## config.mk

```make
export PLATFORM = sky130hd
export DESIGN_NAME = occupancy_counter
export DESIGN_NICKNAME = d
export VERILOG_FILES = /design/src/rtl/occupancy_counter.sv
export SDC_FILE = /design/constraint.sdc
export NUM_CORES = 1
export LEC_CHECK = 0
export CAP_MARGIN = 30
export CORE_ASPECT_RATIO = 1.5
export CORE_MARGIN = 2
export CORE_UTILIZATION = 50
export CTS_CLUSTER_SIZE = 10
export DETAILED_ROUTE_END_ITERATION = 8
export GPL_TIMING_DRIVEN = 1
export HOLD_SLACK_MARGIN = 0.02
export PLACE_DENSITY = 0.68
export SYNTH_ARGS = -nofsm -noshare
export SYNTH_HDL_FRONTEND = slang
export SYNTH_SLANG_ARGS = --single-unit
```

## constraint.sdc

```tcl
create_clock -name clk -period 9.7 [get_ports clk]
set_input_delay 1.455 -clock clk [delete_from_list [all_inputs] [get_ports clk]]
set_output_delay 1.455 -clock clk [all_outputs]
set_load 0.01 [all_outputs]
```

## src/rtl/occupancy_counter.sv

```systemverilog
// ---------------------------------------------------------------------------
// occupancy_counter
//
// Room head-count across NUM_DOORS doorways. Each doorway has an outer (A)
// and an inner (B) beam-break sensor. A per-door direction FSM turns a full
// A -> AB -> B -> clear traversal into an entry (B-first mirror: an exit),
// drops back-outs, and aborts any door that stays busy for TIMEOUT_CYC
// cycles. A shared saturating counter keeps the occupancy.
//
// Optional build macro: OCC_DEBOUNCE_EN
//   When defined, every synchronised sensor bit must hold a new value for
//   DEB_CYC consecutive cycles before the FSM sees it.
//
// Ports:
//   clk          in   system clock, rising edge
//   reset        in   asynchronous active-low reset
//   ir_a         in   [NUM_DOORS] outer beam per door, 1 = broken
//   ir_b         in   [NUM_DOORS] inner beam per door, 1 = broken
//   clear        in   synchronous: occupancy and err to 0 (FSMs untouched)
//   entry_pulse  out  [NUM_DOORS] one-cycle pulse per completed entry
//   exit_pulse   out  [NUM_DOORS] one-cycle pulse per completed exit
//   occupancy    out  [COUNT_W]   current head count
//   occupied     out  occupancy != 0
//   full         out  occupancy == MAX_OCC
//   err          out  sticky: clamped update or door timeout
// ---------------------------------------------------------------------------
module occupancy_counter #(
    parameter int NUM_DOORS   = 4,
    parameter int COUNT_W     = 8,
    parameter int MAX_OCC     = 200,
    parameter int TIMEOUT_CYC = 50000,
    parameter int DEB_CYC     = 16
) (
    input  logic                 clk,
    input  logic                 reset,
    input  logic [NUM_DOORS-1:0] ir_a,
    input  logic [NUM_DOORS-1:0] ir_b,
    input  logic                 clear,
    output logic [NUM_DOORS-1:0] entry_pulse,
    output logic [NUM_DOORS-1:0] exit_pulse,
    output logic [COUNT_W-1:0]   occupancy,
    output logic                 occupied,
    output logic                 full,
    output logic                 err
);

    localparam int SUM_W = COUNT_W + 4;
    localparam int TMR_W = $clog2(TIMEOUT_CYC + 1);
    localparam logic [TMR_W-1:0] TMR_LAST = TMR_W'(TIMEOUT_CYC - 1);
    localparam logic signed [SUM_W-1:0] MAX_S = SUM_W'(MAX_OCC);
    localparam bit CFG_OK = (NUM_DOORS >= 1) && (NUM_DOORS <= 8) &&
                            (MAX_OCC < (2 ** COUNT_W)) && (TIMEOUT_CYC >= 2) &&
                            (DEB_CYC >= 1);

    if (!CFG_OK) begin : g_cfg_check
        $error("occupancy_counter: illegal parameter combination");
    end

    typedef enum logic [2:0] {
        IDLE, ENT1, ENT2, ENT3, EXT1, EXT2, EXT3, WAIT_CLR
    } door_state_t;

    // Number of set bits, as a signed value ready for the occupancy sum.
    function automatic logic signed [SUM_W-1:0] pop_s(input logic [NUM_DOORS-1:0] v);
        logic signed [SUM_W-1:0] n;
        n = '0;
        for (int i = 0; i < NUM_DOORS; i++) begin
            n = n + $signed({{(SUM_W-1){1'b0}}, v[i]});
        end
        return n;
    endfunction

    function automatic logic out_of_range(input logic signed [SUM_W-1:0] v);
        return v[SUM_W-1] || (v > MAX_S);
    endfunction

    function automatic logic [COUNT_W-1:0] sat_occ(input logic signed [SUM_W-1:0] v);
        if (v[SUM_W-1]) begin
            return '0;
        end else if (v > MAX_S) begin
            return COUNT_W'(MAX_OCC);
        end else begin
            return v[COUNT_W-1:0];
        end
    endfunction

    // ---- stage p0/p1: two-flop synchronisers ----
    logic [NUM_DOORS-1:0] a_p0, a_p1, b_p0, b_p1;

    always_ff @(posedge clk or negedge reset) begin
        if (!reset) begin
            a_p0 <= '0;
            a_p1 <= '0;
            b_p0 <= '0;
            b_p1 <= '0;
        end else begin
            a_p0 <= ir_a;
            a_p1 <= a_p0;
            b_p0 <= ir_b;
            b_p1 <= b_p0;
        end
    end

    logic [NUM_DOORS-1:0] a_in, b_in;

`ifdef OCC_DEBOUNCE_EN
    // ---- optional debounce stage ----
    localparam int DEB_W = $clog2(DEB_CYC + 1);
    localparam logic [DEB_W-1:0] DEB_LAST = DEB_W'(DEB_CYC - 1);

    logic [2*NUM_DOORS-1:0] deb_raw, deb_q;
    logic [DEB_W-1:0]       deb_cnt [2*NUM_DOORS];

    assign deb_raw = {b_p1, a_p1};

    // The counter only runs while the raw bit disagrees with the filtered
    // bit, so any return to the old value restarts the stability window.
    always_ff @(posedge clk or negedge reset) begin
        if (!reset) begin
            deb_q <= '0;
            for (int i = 0; i < 2*NUM_DOORS; i++) deb_cnt[i] <= '0;
        end else begin
            for (int i = 0; i < 2*NUM_DOORS; i++) begin
                if (deb_raw[i] == deb_q[i]) begin
                    deb_cnt[i] <= '0;
                end else if (deb_cnt[i] == DEB_LAST) begin
                    deb_q[i]   <= deb_raw[i];
                    deb_cnt[i] <= '0;
                end else begin
                    deb_cnt[i] <= deb_cnt[i] + 1'b1;
                end
            end
        end
    end

    assign a_in = deb_q[NUM_DOORS-1:0];
    assign b_in = deb_q[2*NUM_DOORS-1:NUM_DOORS];
`else
    assign a_in = a_p1;
    assign b_in = b_p1;
`endif

    // ---- stage p2: per-door direction FSMs ----
    logic [NUM_DOORS-1:0] ent_done_p2, ext_done_p2, tmo_p2;

    for (genvar d = 0; d < NUM_DOORS; d++) begin : g_door
        door_state_t      state;
        logic [TMR_W-1:0] timer;
        logic             a, b;
        logic             ent_done, ext_done, tmo;

        assign a = a_in[d];
        assign b = b_in[d];

        always_ff @(posedge clk or negedge reset) begin
            if (!reset) begin
                state    <= IDLE;
                timer    <= '0;
                ent_done <= 1'b0;
                ext_done <= 1'b0;
                tmo      <= 1'b0;
            end else begin
                ent_done <= 1'b0;
                ext_done <= 1'b0;
                tmo      <= 1'b0;
                // Timeout overrides every normal transition; the timer
                // restarts so a stuck WAIT_CLR keeps re-flagging err.
                if (state != IDLE && timer == TMR_LAST) begin
                    state <= WAIT_CLR;
                    timer <= '0;
                    tmo   <= 1'b1;
                end else begin
                    timer <= (state == IDLE) ? '0 : timer + 1'b1;
                    case (state)
                        IDLE: begin
                            if (a && !b)      state <= ENT1;
                            else if (!a && b) state <= EXT1;
                            else if (a && b)  state <= WAIT_CLR;
                        end
                        ENT1: begin
                            if (a && b)        state <= ENT2;
                            else if (!a && !b) state <= IDLE;
                        end
                        ENT2: begin
                            if (!a && b)      state <= ENT3;
                            else if (a && !b) state <= ENT1;
                        end
                        ENT3: begin
                            if (!a && !b) begin
                                state    <= IDLE;
                                ent_done <= 1'b1;
                            end else if (a && b) begin
                                state <= ENT2;
                            end
                        end
                        EXT1: begin
                            if (a && b)        state <= EXT2;
                            else if (!a && !b) state <= IDLE;
                        end
                        EXT2: begin
                            if (a && !b)      state <= EXT3;
                            else if (!a && b) state <= EXT1;
                        end
                        EXT3: begin
                            if (!a && !b) begin
                                state    <= IDLE;
                                ext_done <= 1'b1;
                            end else if (a && b) begin
                                state <= EXT2;
                            end
                        end
                        WAIT_CLR: begin
                            if (!a && !b) state <= IDLE;
                        end
                        default: state <= IDLE;
                    endcase
                end
            end
        end

        assign ent_done_p2[d] = ent_done;
        assign ext_done_p2[d] = ext_done;
        assign tmo_p2[d]      = tmo;
    end

    // ---- stage p3: pulse registers ----
    logic tmo_p3;

    always_ff @(posedge clk or negedge reset) begin
        if (!reset) begin
            entry_pulse <= '0;
            exit_pulse  <= '0;
            tmo_p3      <= 1'b0;
        end else begin
            entry_pulse <= ent_done_p2;
            exit_pulse  <= ext_done_p2;
            tmo_p3      <= |tmo_p2;
        end
    end

    // ---- stage p4: saturating occupancy counter ----
    logic signed [SUM_W-1:0] occ_sum;

    assign occ_sum = $signed({4'b0000, occupancy}) + pop_s(entry_pulse) - pop_s(exit_pulse);

    always_ff @(posedge clk or negedge reset) begin
        if (!reset) begin
            occupancy <= '0;
            err       <= 1'b0;
        end else if (clear) begin
            occupancy <= '0;
            err       <= 1'b0;
        end else begin
            occupancy <= sat_occ(occ_sum);
            if (out_of_range(occ_sum) || tmo_p3) err <= 1'b1;
        end
    end

    assign occupied = (occupancy != '0);
    assign full     = (occupancy == COUNT_W'(MAX_OCC));

endmodule
```

==> reports/metrics.yaml, run 1 <==
grt_max_degree: 64
final_common_cell: "dfrtp_1"
synth_edf_count: 0
post_drt_wl_per_cell_um: 14.33
finish.utilization: 0.5873
relSlewSlack: 0.4809
critical_path_class: "reg -> reg"
grt_pass1_vias: 4807
clock_skew_ps: 6.284
setup_tns_ps: 0
num-nets-final: 741
clk_pin_slew_ps: 60
netlist_area_um2: 6491
setup_violations: 0
power_uw: 2178
start_util: 0.5061
cts_sinks: 122
worst_path_max_delay_cell: "fa_1"
syn-instance-count: 652
ctsLongestPathBuffers: 2
numCtsBuffers: 17
slowest_delay_ps: 540
finalCritPeriodShare: 0.3807
grt_antenna_before_repair: 0
core-area_um2: 12830
rrSetupSlack_ps: 6010
finalMaxSlewViolations: 0
dp.cells: 824
antenna-diode-count: 0
fin_crit_ps: 3693
vias: 4800
fp.dieW_um: 97.03
cts_hold_buffers: 0
max_freq_ghz: 0.2708
cts_tree: "built"
gr-usage-all-layers: 0.1858
synthArstFlopShare: 1.000
dr.pass1.iters: 5
drv_cap: 0
finalHoldViolCount: 0
placement_rows: 51
ys_warn_count: 0
max-vdd-ir-drop_uv: 140.4
tightestPinTransition_ps: 759.0
stdcell_count: 856
endpoint_kind: "flip-flop"
antenna_left: 0
clock_latency_ps: 410
synth.ff_latch_count: 122
mostFrequentLayoutCells: "122 x dfrtp_1, 83 x nor2_1, 55 x inv_1"
pwr_density_cell_nw_per_um2: 289.1
die-height_um: 143.6
nFillCells: 1065
critPathRequiredTime_ps: 10040
syn-num-nets: 709
cts_max_level: 4
drc_errors: 0
drt-total-wl_mm: 12.27
place.gp.congestion: 0.8822
crit_path_cell_trace: "inv_1 -> fa_1 -> inv_1 -> fa_1 -> inv_1 -> fa_1 -> ha_1 -> fa_1 -> nand2_1 -> nor3b_1 -> o221ai_1 -> o211ai_1 -> and4_1"
postCtsSetupBuffers: 0
initialDrtViolationCount: 231
cp.arrival_ps: 4030
grt_pass1_wl_mm: 21.11
syn_avg_cell_area_um2: 9.956
drive_above_1_share: 0.06026
rsz0062_at_grt: "no"
p_leak_uw: 0.003335
cts_root_buffer: "clkbuf_16"
synthFlopType: "dfrtp_1"
area_growth_pct: 16.04
io_pins: 30
routed_via_density: 5.607
hp-class: "reg -> reg"
hpwl_mm: 8.753
die-area_um2: 13930
cp_max_fo: 6
status: "completed"
grt-ovfl-total: 0
yosysUniqueCellTypes: 57
ys_seq_area_frac: 0.4703
cp-start-kind: "flip-flop"
critPathMostFrequentCell: "fa_1"
cts_resized: 0
io_buffers: 29
==> worst max-delay path: cells and delay by family (launching register included) <==
kind | cells | cell delay [ps]
adders and majority gates | 5 | 2050
and+or+nand+nor | 3 | 660
DFF | 1 | 340
buffers and inverters | 3 | 170
AOI/OAI and AO/OA | 2 | 410
==> per-stage QoR <==
step / instance area (um2) / hold slack [ps] / setup slack, ps
after floorplan: 6491 / 331.2 / 6255
after global placement: 6914 / 333.2 / 6149
after detailed placement: 6914 / 336.3 / 6019
after CTS: 7532 / 346.4 / 5963
after global routing: 7532 / 356.2 / 5775
final: 7532 / 343.3 / 6007
==> kinds of logic after synthesis <==
kind of cell / share of synthesized area
and+or+nand+nor: 0.2211
DFF: 0.4703
AOI/OAI and AO/OA: 0.08924
buffers and inverters: 0.04279
xor gates and xnor gates: 0.07691
adders and majority gates: 0.09792
muxes: 0.001735
==> power breakdown <==
part | total [uW] | leakage (uW) | internal, uW | switching (uW)
clock network | 657 | 0.000295 | 434 | 223
logic | 796 | 0.00143 | 370 | 426
registers | 725 | 0.00161 | 597 | 128
total | 2180 | 0.00333 | 1400 | 777
==> per-layer routing <==
metal | vias to the layer above | share of wire | global-route usage
met3 | 21 | 0.027 | 0.03551
met4 | 0 | 0.022 | 0.08895
li1 | 2325 | - | -
met2 | 79 | 0.54 | 0.3377
met1 | 2375 | 0.41 | 0.2095
met5 | - | 0 | 0
==> cells in the mapped netlist, types with 17 or more instances <==
master / n / share of area
dfrtp_1: 122 / 0.47
o21ai_0: 17 / 0.013
nor4b_1: 19 / 0.026
a21oi_1: 26 / 0.020
nand3_1: 20 / 0.015
inv_1: 55 / 0.032
xnor2_1: 40 / 0.054
nand2_1: 33 / 0.019
nor2_1: 83 / 0.048
nor3_1: 31 / 0.024
ha_1: 38 / 0.073
xor2_1: 17 / 0.023
==> area by class of cell <==
class | count | area, um2 | area share
clock buffers | 19 | 442.9 | 0.05880
clock inverters | 13 | 175.2 | 0.02326
inverters | 55 | 206.4 | 0.02741
multi-input cells | 458 | 3161 | 0.4196
flip-flops and latches | 122 | 3053 | 0.4053
well taps | 159 | 198.9 | 0.02641
repair buffers | 30 | 295.3 | 0.03920
==> sequential cells by signal, summed over array words and instances, names as in the netlist <==
signal	cells
g_door.ext_done	4
err	1
g_door.tmo	4
a_in	4
g_door.ent_done	4
g_door.timer	64
exit_pulse	4
b_in	4
b_p0	4
entry_pulse	4
tmo_p3	1
g_door.state	12
occupancy	8
a_p0	4
==> final timing paths <==
check                              startpoint             endpoint  cells past startpoint
setup / recovery                exit_pulse[1]         occupancy[0]                     13
min in group asynchronous               reset   g_door[0].timer[8]                      1
setup reg to reg                exit_pulse[1]         occupancy[0]                     13
hold / removal             g_door[1].ext_done        exit_pulse[1]                      0
max in group asynchronous               reset  g_door[1].timer[13]                      2
hold reg to reg            g_door[1].ext_done        exit_pulse[1]                      0
Note: power is estimated with default switching activity, not from simulation.
==> run 2: changes to the inputs <==
--- a/config.mk
+++ b/config.mk
@@ -13,7 +13,7 @@
 export DETAILED_ROUTE_END_ITERATION = 8
 export GPL_TIMING_DRIVEN = 1
 export HOLD_SLACK_MARGIN = 0.02
-export PLACE_DENSITY = 0.68
+export PLACE_DENSITY = 0.71
 export SYNTH_ARGS = -nofsm -noshare
 export SYNTH_HDL_FRONTEND = slang
 export SYNTH_SLANG_ARGS = --single-unit
==> constraint.sdc (replaced) <==
create_clock -name clk -period 3.14 [get_ports clk]
set_input_delay 0.471 -clock clk [delete_from_list [all_inputs] [get_ports clk]]
set_output_delay 0.471 -clock clk [all_outputs]
set_load 0.01 [all_outputs]
==> run 2 against run 1 <==
  * The run now ends with negative setup slack left
  * Count of clock-buffer cells in the layout fell by 1
  * Cell count is 2.0% higher
  * Sequential power rose to 3.1 times the previous value
  * Non-clock buffer count rose by 18
  * Register-to-register slack got worse by 6400 ps
  * Routed wire length increased by 4.5%
  * Setup slack lost 6400 ps
  * Clock power rose to 2.9 times the previous value
  * Power grew to 3.4 times the previous value
  * Via count up 1.8%
  * Clock skew grew 3.5 ps
  * Maximum frequency up 5.1%
  * Critical endpoint is now occupancy[5]
==> reports/metrics.yaml, run 2 (synthesis results as in run 1) <==
status: "complete, but fails checks"
violations: "negative setup slack"
grt_pass1_vias: 4815  # +0.17%
final_common_cell: "dfrtp_1"
max_freq_ghz: 0.2846  # +5.1%
fp.dieW_um: 97.03  # unchanged
cts_root_buffer: "clkbuf_16"
core-area_um2: 12830  # unchanged
setup_violations: 9  # +9
dp.cells: 836  # +1.5%
top_register: "g_door.timer"
grt-ovfl-total: 0  # unchanged
start_util: 0.5061  # unchanged
drv_cap: 0  # unchanged
vias: 4886  # +1.8%
seqPwrFrac: 0.304  # -0.029
r2r-end: "occupancy[5]"
pwr_density_cell_nw_per_um2: 955.2  # +230%
cts_sinks: 122  # unchanged
cts_max_level: 4  # unchanged
ctsLongestPathBuffers: 2  # unchanged
grt_max_degree: 73  # +14%
endpoint_kind: "flip-flop"
initialDrtViolationCount: 261  # +13%
post_drt_wl_per_cell_um: 14.69  # +2.5%
max-vdd-ir-drop_uv: 424.1  # +200%
die-height_um: 143.6  # unchanged
critical_path_class: "reg -> reg"
swShare: 0.3686  # +0.01163
finalCritPeriodShare: 1.119  # +0.7383
tightestPinTransition_ps: 646.2  # -112.8 ps
largest_reg_flops: 64  # unchanged
mostFrequentLayoutCells: "122 x dfrtp_1, 83 x nor2_1, 52 x inv_1"
num-nets-final: 759  # +2.4%
area_growth_pct: 18.95
routed_via_density: 5.597  # -0.19%
crit_path_cell_trace: "inv_2 -> fa_1 -> inv_2 -> fa_2 -> inv_2 -> fa_2 -> ha_4 -> fa_2 -> nand2_2 -> a21o_1 -> and3b_1 -> o211ai_1 -> buf_4 -> and4_1"
cp_max_fo: 6  # unchanged
die-area_um2: 13930  # unchanged
placement_rows: 51  # unchanged
drc_errors: 0  # unchanged
layout_setup_ws_ps: -373.5  # -6381 ps
clock_skew_ps: 9.796  # +3.512 ps
slowest_delay_ps: 560  # +20 ps
worst_path_max_delay_cell: "fa_1"
clk_pin_slew_ps: 60  # about the same
drive_above_1_share: 0.1050  # +0.04478
cts_tree: "built"
power_uw: 7375  # +240%
cp.arrival_ps: 3810  # -220 ps
grt_pass1_wl_mm: 22.22  # +5.2%
clock_latency_ps: 410  # about the same
crit_buf_inv: 4  # +1
antenna_left: 0  # unchanged
p_clk_frac: 0.260  # -0.042
drt-total-wl_mm: 12.82  # +4.5%
grt_antenna_before_repair: 0  # unchanged
path_delay_family: "adder cells"
hp-class: "in -> async"
hpwl_mm: 8.831  # +0.89%
relSlewSlack: 0.5692  # +0.08830
fin_crit_ps: 3514  # -179.0 ps
antenna-diode-count: 0  # unchanged
place.gp.congestion: 0.8777  # -0.51%
r2r_cells: 14  # +1
pwr-share-comb: 0.435  # +0.070
finalHoldViolCount: 0  # unchanged
cts_hold_buffers: 0  # unchanged
dr.pass1.iters: 7  # +2
gr-usage-all-layers: 0.1960  # +0.01025
cp-start-kind: "flip-flop"
rrSetupSlack_ps: -370  # -6380 ps
largest_registers: "g_door.timer: 64 flops, g_door.state: 12 flops, occupancy: 8 flops"
p_leak_uw: 0.003422  # +2.6%
rsz0062_at_grt: "yes"
power.switching_uw: 2718  # +250%
critPathRequiredTime_ps: 3440  # -6600 ps
io_buffers: 29  # unchanged
finalMaxSlewViolations: 0  # unchanged
p_int_uw: 4657  # +230%
r2r_start: "exit_pulse[1]"
numCtsBuffers: 17  # unchanged
io_pins: 30  # unchanged
stdcell_count: 873  # +2.0%
## run 2: repair_timing
action | in CTS | in global routing
pin swaps | 2 | 1
endpoints found under the setup margin | 9 | 9
setup buffers | 4 | 2
gates resized for setup | 7 | 4
## run 2: per-layer routing
| metal | routed length [um] | vias to the layer above | track usage |
|---|---|---|---|
| met5 | 0 | - | 0 |
| met4 | 266 | 0 | 0.08154 |
| met3 | 364 | 25 | 0.03940 |
| met2 | 7076 | 91 | 0.3611 |
| met1 | 5116 | 2422 | 0.2209 |
| li1 | - | 2348 | - |
## run 2: power groups by stage
stage	combinational, uW	clock [uW]	sequential, uW
2_1_floorplan	2110	0	2060
6_report	3210	1920	2240
3_5_place_dp	2760	0	2260
3_3_place_gp	2660	0	2240
5_1_grt	3530	2020	2290
4_1_cts	3070	1960	2240
## run 2: layout make-up
class,instances,area [um2]
fill,1041,5105
multi-input combinational,458,3236
sequential,122,3053
timing repair buffer,48,442.9
clock buffer,18,439.2
inverter,55,206.4
tap,159,198.9
clock inverter,13,145.1
## run 2: worst max-delay path by stage
stage | start | endpoint | slack [ps] | cells after the start
after detailed placement | exit_pulse[1] | occupancy[5] | -400 | 12
after CTS | exit_pulse[1] | occupancy[5] | -320 | 14
after global placement | exit_pulse[1] | occupancy[0] | -250 | 12
after floorplan | exit_pulse[1] | occupancy[4] | -170 | 13
after global routing | exit_pulse[1] | occupancy[5] | -500 | 14
final | exit_pulse[1] | occupancy[5] | -370 | 14
## run 2: per-stage QoR
| step | instance area [um2] | worst slack, ps | util | hold WS, ps | setup TNS [ps] |
|---|---|---|---|---|---|
| floorplan | 6523 | -170.5 | - | 175.4 | -1030 |
| finish | 7721 | -373.5 | 0.6020 | 85.83 | -2832 |
| CTS | 7695 | -315.9 | 0.5999 | 100.9 | -2488 |
| detailed placement | 7048 | -399.7 | 0.5495 | 334.7 | -3024 |
| global route | 7721 | -496.1 | 0.6020 | 130.6 | -3899 |
| global placement | 7048 | -249.2 | 0.5495 | 333.0 | -1821 |
